File: src/rtl/masked_gf4_inv_prep_pkg.sv
// Normal-basis GF(2^2)/GF(2^4) helpers shared by the masked inverter-prep stage.
package masked_gf4_inv_prep_pkg;

    localparam int GF4_W = 4;

    function automatic logic [1:0] gf2_mul(input logic [1:0] a, input logic [1:0] b);
        logic p;
        p = (a[1] ^ a[0]) & (b[1] ^ b[0]);
        return {(a[1] & b[1]) ^ p, (a[0] & b[0]) ^ p};
    endfunction

    function automatic logic [1:0] gf2_scl_n(input logic [1:0] a);
        return {a[1] ^ a[0], a[1]};
    endfunction

    function automatic logic [3:0] gf4_mul(input logic [3:0] a, input logic [3:0] b);
        logic [1:0] ph;
        logic [1:0] pl;
        logic [1:0] p;
        ph = gf2_mul(a[3:2], b[3:2]);
        pl = gf2_mul(a[1:0], b[1:0]);
        p  = gf2_scl_n(gf2_mul(a[3:2] ^ a[1:0], b[3:2] ^ b[1:0]));
        return {ph ^ p, pl ^ p};
    endfunction

    // Square-and-scale by nu, A = x[3:2], B = x[1:0].
    function automatic logic [3:0] gf4_sqsc(input logic [3:0] x);
        return {x[2] ^ x[0], x[3] ^ x[1], x[1], x[0] ^ x[1]};
    endfunction

    // Lexicographic index of share pair (i<j) among n shares.
    function automatic int pair_idx(input int i, input int j, input int n);
        return i * n - (i * (i + 1)) / 2 + (j - i - 1);
    endfunction

endpackage

File: src/rtl/masked_gf4_inv_prep_dom.sv
// DOM core computing shares of sqsc(Ah^Al) ^ Ah*Al with one register stage.
module dom_gf4_sqscmul
    import masked_gf4_inv_prep_pkg::*;
#(
    parameter int SHARES = 2
) (
    input  logic                            clk_i,
    input  logic                            rst_ni,
    input  logic [GF4_W*SHARES-1:0]         ah_i,
    input  logic [GF4_W*SHARES-1:0]         al_i,
    input  logic [2*SHARES*(SHARES-1)-1:0]  z_i,
    output logic [GF4_W*SHARES-1:0]         e_o
);

    logic [3:0] t_d [SHARES][SHARES];
    logic [3:0] t_q [SHARES][SHARES];

    // Fresh randomness is folded in before the register so no unmasked cross product is ever stored.
    always_comb begin
        t_d = '{default: '0};
        for (int i = 0; i < SHARES; i++) begin
            for (int j = 0; j < SHARES; j++) begin
                if (i == j) begin
                    t_d[i][j] = gf4_sqsc(ah_i[4*i +: 4] ^ al_i[4*i +: 4])
                              ^ gf4_mul(ah_i[4*i +: 4], al_i[4*i +: 4]);
                end else if (i < j) begin
                    t_d[i][j] = gf4_mul(ah_i[4*i +: 4], al_i[4*j +: 4])
                              ^ z_i[4*pair_idx(i, j, SHARES) +: 4];
                end else begin
                    t_d[i][j] = gf4_mul(ah_i[4*i +: 4], al_i[4*j +: 4])
                              ^ z_i[4*pair_idx(j, i, SHARES) +: 4];
                end
            end
        end
    end

    always_ff @(posedge clk_i) begin
        if (!rst_ni) begin
            t_q <= '{default: '0};
        end else begin
            t_q <= t_d;
        end
    end

    always_comb begin
        e_o = '0;
        for (int i = 0; i < SHARES; i++) begin
            for (int j = 0; j < SHARES; j++) begin
                e_o[4*i +: 4] = e_o[4*i +: 4] ^ t_q[i][j];
            end
        end
    end

endmodule

File: src/rtl/masked_gf4_inv_prep.sv
// Masked stage feeding the GF(2^4) inverter: computes E shares and aligns Ah/Al to the inverter output.
module masked_gf4_inv_prep
    import masked_gf4_inv_prep_pkg::*;
#(
    parameter int SHARES      = 2,
    parameter int INV_LATENCY = 2
) (
    input  logic                            ClkxCI,
    input  logic                            RstxBI,
    input  logic [8*SHARES-1:0]             _XxDI,
    input  logic [2*SHARES*(SHARES-1)-1:0]  _ZxDI,
    input  logic                            InValidxSI,
    output logic [GF4_W*SHARES-1:0]         _ExDO,
    output logic [GF4_W*SHARES-1:0]         _AhxDO,
    output logic [GF4_W*SHARES-1:0]         _AlxDO,
    output logic                            EValidxSO,
    output logic                            AValidxSO
);

    localparam int NW = GF4_W * SHARES;

    logic [NW-1:0]        ah_d;
    logic [NW-1:0]        al_d;
    logic [NW-1:0]        ah_q [INV_LATENCY+1];
    logic [NW-1:0]        al_q [INV_LATENCY+1];
    logic [INV_LATENCY:0] vld_q;

    always_comb begin
        ah_d = '0;
        al_d = '0;
        for (int i = 0; i < SHARES; i++) begin
            ah_d[4*i +: 4] = _XxDI[8*i+4 +: 4];
            al_d[4*i +: 4] = _XxDI[8*i +: 4];
        end
    end

    dom_gf4_sqscmul #(
        .SHARES (SHARES)
    ) u_dom (
        .clk_i  (ClkxCI),
        .rst_ni (RstxBI),
        .ah_i   (ah_d),
        .al_i   (al_d),
        .z_i    (_ZxDI),
        .e_o    (_ExDO)
    );

    // Free-running delay line; stage 0 matches the DOM register, the rest cover the inverter.
    always_ff @(posedge ClkxCI) begin
        if (!RstxBI) begin
            for (int n = 0; n <= INV_LATENCY; n++) begin
                ah_q[n] <= '0;
                al_q[n] <= '0;
            end
            vld_q <= '0;
        end else begin
            ah_q[0]  <= ah_d;
            al_q[0]  <= al_d;
            vld_q[0] <= InValidxSI;
            for (int n = 1; n <= INV_LATENCY; n++) begin
                ah_q[n]  <= ah_q[n-1];
                al_q[n]  <= al_q[n-1];
                vld_q[n] <= vld_q[n-1];
            end
        end
    end

    assign _AhxDO    = ah_q[INV_LATENCY];
    assign _AlxDO    = al_q[INV_LATENCY];
    assign EValidxSO = vld_q[0];
    assign AValidxSO = vld_q[INV_LATENCY];

endmodule

File: config.mk
export PLATFORM = sky130hd
export DESIGN_NAME = masked_gf4_inv_prep
export DESIGN_NICKNAME = d
export VERILOG_FILES = /design/src/rtl/masked_gf4_inv_prep_pkg.sv /design/src/rtl/masked_gf4_inv_prep_dom.sv /design/src/rtl/masked_gf4_inv_prep.sv
export SDC_FILE = /design/constraint.sdc
export NUM_CORES = 1
export LEC_CHECK = 0
export CORE_MARGIN = 2
export CORE_UTILIZATION = 56
export DETAILED_ROUTE_END_ITERATION = 7
export DONT_BUFFER_PORTS = 1
export PLACE_DENSITY_LB_ADDON = 0.25
export SYNTH_ARGS = -nofsm -noshare
export SYNTH_HDL_FRONTEND = slang
export SYNTH_HIERARCHICAL = 1
export SYNTH_SLANG_ARGS = --single-unit
File: constraint.sdc
create_clock -name ClkxCI -period 1.7 [get_ports ClkxCI]
set_clock_uncertainty 0.1 [all_clocks]
set_input_delay 0.085 -clock ClkxCI [delete_from_list [all_inputs] [get_ports ClkxCI]]
set_output_delay 0.085 -clock ClkxCI [all_outputs]
set_load 0.02 [all_outputs]
# Yosys cells after proc, flatten, opt, wreduce, memory -nomap -nowiden
# Memory sizes are Yosys's and may differ from the RTL's.
# Index checks and enable logic that the tools add are counted.
totals:
  mem_bits_rw: 48
  regBits: 19
  mem_count: 2
  word_cells: 123
  out_inout_bits: 26
mem_list:
  columns: ["memory", "words", "width", "rd", "rd_ports_with_merged_regs", "wr", "line", "text"]
  rows:
  - ["ah_q", 3, 8, 3, 0, 3, "masked_gf4_inv_prep.sv:24", "logic [NW-1:0] ah_q [INV_LATENCY+1];"]
  - ["al_q", 3, 8, 3, 0, 3, "masked_gf4_inv_prep.sv:25", "logic [NW-1:0] al_q [INV_LATENCY+1];"]
op_classes:
  n_bitwise: 108
  mux: 8
ops:
  columns: ["cell", "n"]
  rows:
  - ["2-to-1 mux 8 bit", 6]
  - ["XOR 1 bit", 46]
  - ["AND 1 bit", 36]
  - ["XOR 4 bit", 8]
  - ["XOR 2 bit", 12]
  - ["OR 1 bit", 6]
  - ["2-to-1 mux 1 bit", 2]

# Longest topological paths before layout
# Gate-level depths: netlist of the first run.
logic_depth:
  depth_word: 7
  depth_mapped: 6

# Modules after synthesis
# The synthesis of the first run kept the hierarchy.
modules_own_cells:
  columns: ["mod", "area_per_inst_um2", "n_inst", "cells_each"]
  rows:
  - ["dom_gf4_sqscmul", 1737.9, 1, 173]
  - ["masked_gf4_inv_prep", 1549.0, 1, 123]

# Worst setup path after synthesis of the first run
# OpenSTA, ideal clock, no wires.
synth_timing:
  path_kind: "input port to flip-flop"
  start: "in _XxDI[11]"
  end: "reg u_dom/t_q[0] (netlist bit)"
  path_stages: 6
  arrival_time_ns: 1.432
  required_time_ns: 1.535
  setup_time_ns: 0.065
  path_buffers: 1
  slack_ns: 0.102
  cell_sequence: "buf_2 > xnor2_1 > nor2_1 > xnor3_1 > xnor3_1 > nor2b_1"
synth_via:
  elab_chain_cells: 6
synth_rtl:
  columns: ["item", "line", "text"]
  rows:
  - ["from (decl)", "masked_gf4_inv_prep.sv:10", "input logic [8*SHARES-1:0] _XxDI,"]
  - ["XOR 2 bit *", "masked_gf4_inv_prep_pkg.sv:22", "p = gf2_scl_n(gf2_mul(a[3:2] ^ a[1:0], b[3:2] ^ b[1:0]));"]
  - ["XOR 1 bit", "masked_gf4_inv_prep_pkg.sv:8", "p = (a[1] ^ a[0]) & (b[1] ^ b[0]);"]
  - ["AND 1 bit", "masked_gf4_inv_prep_pkg.sv:8", null]
  - ["XOR 1 bit *", "masked_gf4_inv_prep_pkg.sv:9", "return {(a[1] & b[1]) ^ p, (a[0] & b[0]) ^ p};"]
  - ["XOR 2 bit *", "masked_gf4_inv_prep_pkg.sv:23", "return {ph ^ p, pl ^ p};"]
  - ["XOR 4 bit *", "masked_gf4_inv_prep_dom.sv:25", "^ gf4_mul(ah_i[4*i +: 4], al_i[4*i +: 4]);"]
  - ["to (signal assigned)", "masked_gf4_inv_prep_dom.sv:41", "t_q <= t_d;"]
  - ["to (decl)", "masked_gf4_inv_prep_dom.sv:16", "logic [3:0] t_q [SHARES][SHARES];"]
# Mark *: on every way between the ends. The rest lies on a longest branch, timed or not.
# A chain may end at the register's enable or synchronous reset.

# Final worst setup path of the first run
layout_timing:
  start: "reg u_dom/t_q[10] (netlist bit)"
  end: "out _ExDO[2]"
layout_via:
  elab_chain_cells: 1
layout_rtl:
  columns: ["item", "line", "text"]
  rows:
  - ["XOR 4 bit", "masked_gf4_inv_prep_dom.sv:49", "e_o[4*i +: 4] = e_o[4*i +: 4] ^ t_q[i][j];"]
  - ["to (decl)", "masked_gf4_inv_prep.sv:13", "output logic [GF4_W*SHARES-1:0] _ExDO,"]
# No other way between the ends.

==> results.ini, run 1 <==
[floorplan]
die_w_um=80.61
rows=27
dieHeight_um=80.61
design.core.area_um2=5574
dieArea_um2=6498
io_pins=49
initial_core_util_pct=58.97

[sta]
finalHoldViolations=0
grt_setup_unrepaired=no
fin_crit_ps=1348
fin_setup_tns_ps=0
fin_crit_sh_pct=79.31
max_slew_margin_pct=65.71
final_max_slew_viol_count=0
worstMarginPinSlew_ps=514.4
fmaxAchievable_mhz=741.7
finalSetupViolCount=0

[global_route]
grt_start_max_net_pins=68
gr-usage-all-layers_pct=19.51
grt_overflow=0
grt_pass1_vias=1821
antenna_found_initial=0
grt_pass1_wl_um=9211

[clock_network]
cts_root_buffer=clkbuf_8
cts_inserted_buffers=9
clock_latency_ps=350
cts_sinks=67
cts_tree=done
cts.htree.levels=3
cts_buffer_depth=2
post_cts_buffers=0
path_clk_slew_ps=70

[logic_synthesis]
ys_ff_latch=67
syn_area_per_cell_um2=11.10
syn_inst=296
yosysTopAreaCellShare_pct=40.81
ys_seq_area_share_pct=40.81
yosys.area.top_type=dfxtp_1
synthesis.area_um2=3287
synth_area_leaders=dfxtp_1 (41%), and2_2 (12%), xnor2_1 (11%)
yosys_warnings=6
synth_cell_types=25
mappedNetlistNets=327

[placement]
portBuffers=0
numPlacedInstances=337
routabilityCongestion=0.7990
hpwl_um=3853

[critical_path]
rr_startpoint=vld_q[0]
crit_path_end=_ExDO[2]
crit_type=flip-flop to primary output
r2r_slack_ps=930
crit_chain=xor2_1
worstPathArrival_ps=1160
worstReg2RegEnd=vld_q[1]
crit_buf_inv=0
max_stage_delay_ps=440
cp_top_family=XOR/XNOR gates
start_kind=flip-flop
cp_num_cells=1
crit_slowest_cell=xor2_1
path_max_fanout=1
endpoint_kind=primary output
r2r_cells=1
worstPathRequired_ps=1510
startpoint=u_dom/t_q[10]

[power]
p_per_area_nw_per_um2=1148
vdd_drop_max_mv=0.5856
p_leak_nw=1.542

[flow_run]
maxCapViolCount=0

[hold_path]
hold_path.class=primary input to flip-flop

[finish]
ff_latch_area_um2=1341
layout-drive-gt1-share_pct=26.73
nFillCells=441
area_growth_pct=10.24
stdcell_count=375
antenna_cells=0
multi_input_area_um2=1737
fin_nets=329

[detailed_routing]
dr.pass1.iters=5
ant_nets=0
wl_um=5680
vias=1879
vias_per_cell=5.011
wl_per_cell_um=15.15
drcViolationCount=0
drtIter0Drc=82

[run_status]
status=completed

layer usage:
| layer | wire (um) | GRT usage [%] | vias up |
|---|---|---|---|
| met1 | 2498 | 23.26 | 873 |
| met2 | 2715 | 31.00 | 48 |
| li1 | - | - | 946 |
| met3 | 328 | 7.528 | 12 |
| met5 | 0 | 0 | - |
| met4 | 137 | 8.814 | 0 |
power breakdown:
part	switching, mW	internal [mW]	leakage, nW
sequential	0.0736	1.72	0.553
combinational	0.467	0.557	0.885
clock	0.615	0.725	0.104
what timing repair did:
item | CTS | global route
endpoints found under the hold margin | 67 | 0
gates resized for setup | 0 | 0
hold buffers | 22 | 0
cells in the mapped netlist (all sizes together):
library cell and count:
buf 26, xor2 18, a22oi 3, nand2b 4
and4bb 1, a221oi 6, a222oi 2, xnor3 12
nor2b 9, xnor2 40, nor4bb 3, and2 65
nor2 9, and3b 2, mux2 8, nand2 2
and2b 1, clkbuf 8, ha 8, o21ai 2
dfxtp 67
metrics by stage:
step / hold slack, ps / instance area (um^2) / utilization (%) / setup slack (ps) / power, mW
finish: 21.08 / 3623 / 65.01 / 351.7 / 4.161
global route: 42.81 / 3623 / 65.01 / 277.2 / 4.372
CTS: 18.68 / 3623 / 65.01 / 307.9 / 4.205
detailed placement: 114.7 / 3191 / 57.24 / 63.26 / 2.801
global placement: 113.6 / 3191 / 57.24 / 56.77 / 2.793
floorplan: 106.7 / 3287 / - / 102.4 / 2.721
final cells by class:
cell class,count,area share [%]
multi-input combinational,195,47.93
sequential,67,37.02
timing repair buffer,25,6.975
clock buffer,11,3.902
tap,72,2.486
clock inverter,5,1.692
layout by cell type (no fill, tap or decap):
cell / instances
mux2_2: 8
and2_2: 51
nor2_1: 9
and3b_1: 1
bufinv_16: 1
xnor2_1: 40
a22oi_1: 3
nor4bb_1: 3
a221oi_1: 6
xnor3_1: 12
clkbuf_8: 10
and2b_2: 1
nand2b_1: 4
clkbuf_1: 1
nand2_1: 2
and3b_2: 1
dfxtp_1: 67
a222oi_1: 2
o21ai_0: 2
ha_1: 8
buf_12: 1
nor2b_1: 9
clkinv_2: 1
clkinv_4: 2
xor2_1: 18
inv_6: 1
buf_4: 3
and4bb_2: 1
dlygate4sd3_1: 21
and2_1: 14
sequential cells by signal, summed over array words and instances (netlist names):
name,flops
vld_q,3
u_dom/t_q,16
ah_q,24
al_q,24
cells by family after synthesis:
family / synth area share (%)
compound gates: 3.198
xor+xnor: 23.68
fa+ha+maj: 3.045
buf+inv: 6.357
flops: 40.81
mux: 2.741
simple gates: 20.17
how the worst min path moves through the flow:
stage,startpoint,end,slack (ps),cells past startpoint
after CTS,_ZxDI[0],u_dom/t_q[8],20,3
after global routing,_ZxDI[0],u_dom/t_q[8],40,3
after detailed placement,RstxBI,u_dom/t_q[9],110,1
after global placement,RstxBI,u_dom/t_q[9],110,1
after floorplan,RstxBI,u_dom/t_q[15],110,1
final,_ZxDI[0],u_dom/t_q[8],20,3
(Power assumes the default switching activity.)
==> inputs of run 2 (changes only) <==
Clock period 1.7 ns to 1.2 ns, I/O delays scaled along.
==> results.ini, run 2 (synthesized netlist as in run 1, its figures left out) <==
[run_status]
status=finished, violations left
violations=negative hold slack

[critical_path]
start_kind=primary input
crit_slowest_cell=dlygate4sd3_1
cpMostUsedCell=dlygate4sd3_1
worstPathArrival_ps=1340
crit_type=primary input to flip-flop
crit_chain=dlygate4sd3_1 -> and2_2 -> dlygate4sd3_1
max_stage_delay_ps=550
endpoint_kind=flip-flop
path_max_fanout=10
worstPathRequired_ps=1350

[placement]
portBuffers=0
hpwl_um=4051
numPlacedInstances=357
routabilityCongestion=0.8139
postPlaceCellArea_um2=3596

[floorplan]
design.core.area_um2=5574
dieArea_um2=6498
dieHeight_um=80.61
io_pins=49
rows=27
initial_core_util_pct=58.97
die_w_um=80.61

[finish]
fin_nets=361
area_growth_pct=26.99
stdcell_count=407
antenna_cells=0
finalInstanceArea_um2=4174
mostFrequentLayoutCell=dfxtp_1
nFillCells=380
multi_input_area_um2=2001
layout_common_cells=dfxtp_1 (59), and2_2 (50), dlygate4sd3_1 (32), xnor2_1 (32), buf_4 (23)
top_regs=ah_q (24), al_q (24), u_dom/t_q (16)
fin_util_pct=74.88
layout-drive-gt1-share_pct=39.70
ff_latch_area_um2=1351

[sta]
final_max_slew_viol_count=0
fmaxAchievable_mhz=836.2
holdWs_ps=-21.63
finalSetupViolCount=0
finalHoldViolations=36
fin_setup_tns_ps=0
fin_crit_sh_pct=99.66
grt_setup_unrepaired=yes
fin_crit_ps=1196
max_slew_margin_pct=66.22
worstMarginPinSlew_ps=506.7

[power]
p_clk_share_pct=30.4
seqPwrFrac_pct=40.3
switchingPower_mw=1.784
p_leak_nw=1.809
swShare_pct=28.07
cellInternalPower_mw=4.572
power_frac_comb_pct=29.2
p_per_area_nw_per_um2=1523
vdd_drop_max_mv=1.027

[clock_network]
cts.htree.levels=3
clock_latency_ps=350
cts_buffer_depth=2
cts_tree=done
post_cts_buffers=0
cts_root_buffer=clkbuf_8
cts_inserted_buffers=9
cts_sinks=67
path_clk_slew_ps=80

[flow_run]
maxCapViolCount=0

[global_route]
antenna_found_initial=0
grt_util_met2_pct=38.67
grt_util_met1_pct=24.81
gr-usage-all-layers_pct=22.19
grt_pass1_wl_um=10450
use_met3_pct=5.393
busiest_layer=met2
grt_overflow=0
grt_pass1_vias=2166
grt_start_max_net_pins=68

[detailed_routing]
vias_per_cell=4.980
drtIter0Drc=45
wl_um=6232
dr.pass1.iters=5
drcViolationCount=0
vias=2027
wl_per_cell_um=15.31
ant_nets=0

[hold_path]
hold_path.class=primary input to flip-flop

## run 2: cell types whose count changed in the layout (fill, tap and decap cells not counted), sizes merged
cell | previous run | this run
dlymetal6s4s | 0 | 1
inv | 1 | 4
clkinvlp | 0 | 2
clkbuf | 11 | 9
buf | 4 | 24
clkinv | 3 | 0
dlygate4sd3 | 21 | 32
## run 2: through the flow
step / setup WS, ps / total power, mW / hold slack, ps
floorplan: -214.2 / 4.006 / 87.29
global placement: -247.6 / 4.304 / 91.43
detailed placement: -214.7 / 4.316 / 92.38
CTS: 10.18 / 6.407 / -51.24
global route: -18.77 / 6.692 / -34.08
finish: 4.132 / 6.355 / -21.63
## run 2: path summary, 6_finish.rpt
kind	start	end	slack [ps]	depth (start not counted)
hold reg to reg	ah_q[0][4]	ah_q[0][12]	340	1
setup reg to reg	vld_q[0]	vld_q[1]	430	1
hold / removal	RstxBI	al_q[0][12]	-20	2
setup / recovery	_XxDI[2]	al_q[0][2]	4	3
## run 2: critical path, delay by kind of cell
kind | cells | cell delay, ps
and+or+nand+nor | 1 | 190
buffers and inverters | 2 | 1090
## run 2: final cells by class
cell class / instances / share of cell area [%]
repair buffers: 57 / 12.59
clock inverters: 7 / 1.978
well taps: 72 / 2.158
multi-input cells: 195 / 47.93
clock buffers: 9 / 2.968
flip-flops and latches: 67 / 32.37
## run 2: power by group through the flow
stage | clock (mW) | combinational (mW) | sequential (mW)
detailed placement | 0 | 1.72 | 2.60
finish | 1.93 | 1.86 | 2.56
global placement | 0 | 1.71 | 2.59
global route | 2.08 | 2.02 | 2.59
floorplan | 0 | 1.45 | 2.56
CTS | 2.00 | 1.86 | 2.55
## run 2: routing by layer
| layer | wire length [um] | part of all wire [%] |
|---|---|---|
| met1 | 2672 | 43 |
| met2 | 3151 | 51 |
| met3 | 267 | 4.3 |
| met4 | 140 | 2.2 |
| met5 | 0 | 0 |
## run 2: timing repair
| action | in CTS | in global routing |
|---|---|---|
| resized for setup | 1 | 10 |
| endpoints found under the hold margin | 67 | 14 |
| pin swaps | 0 | 3 |
| hold buffers | 37 | 2 |
| endpoints found under the setup margin | 1 | 12 |
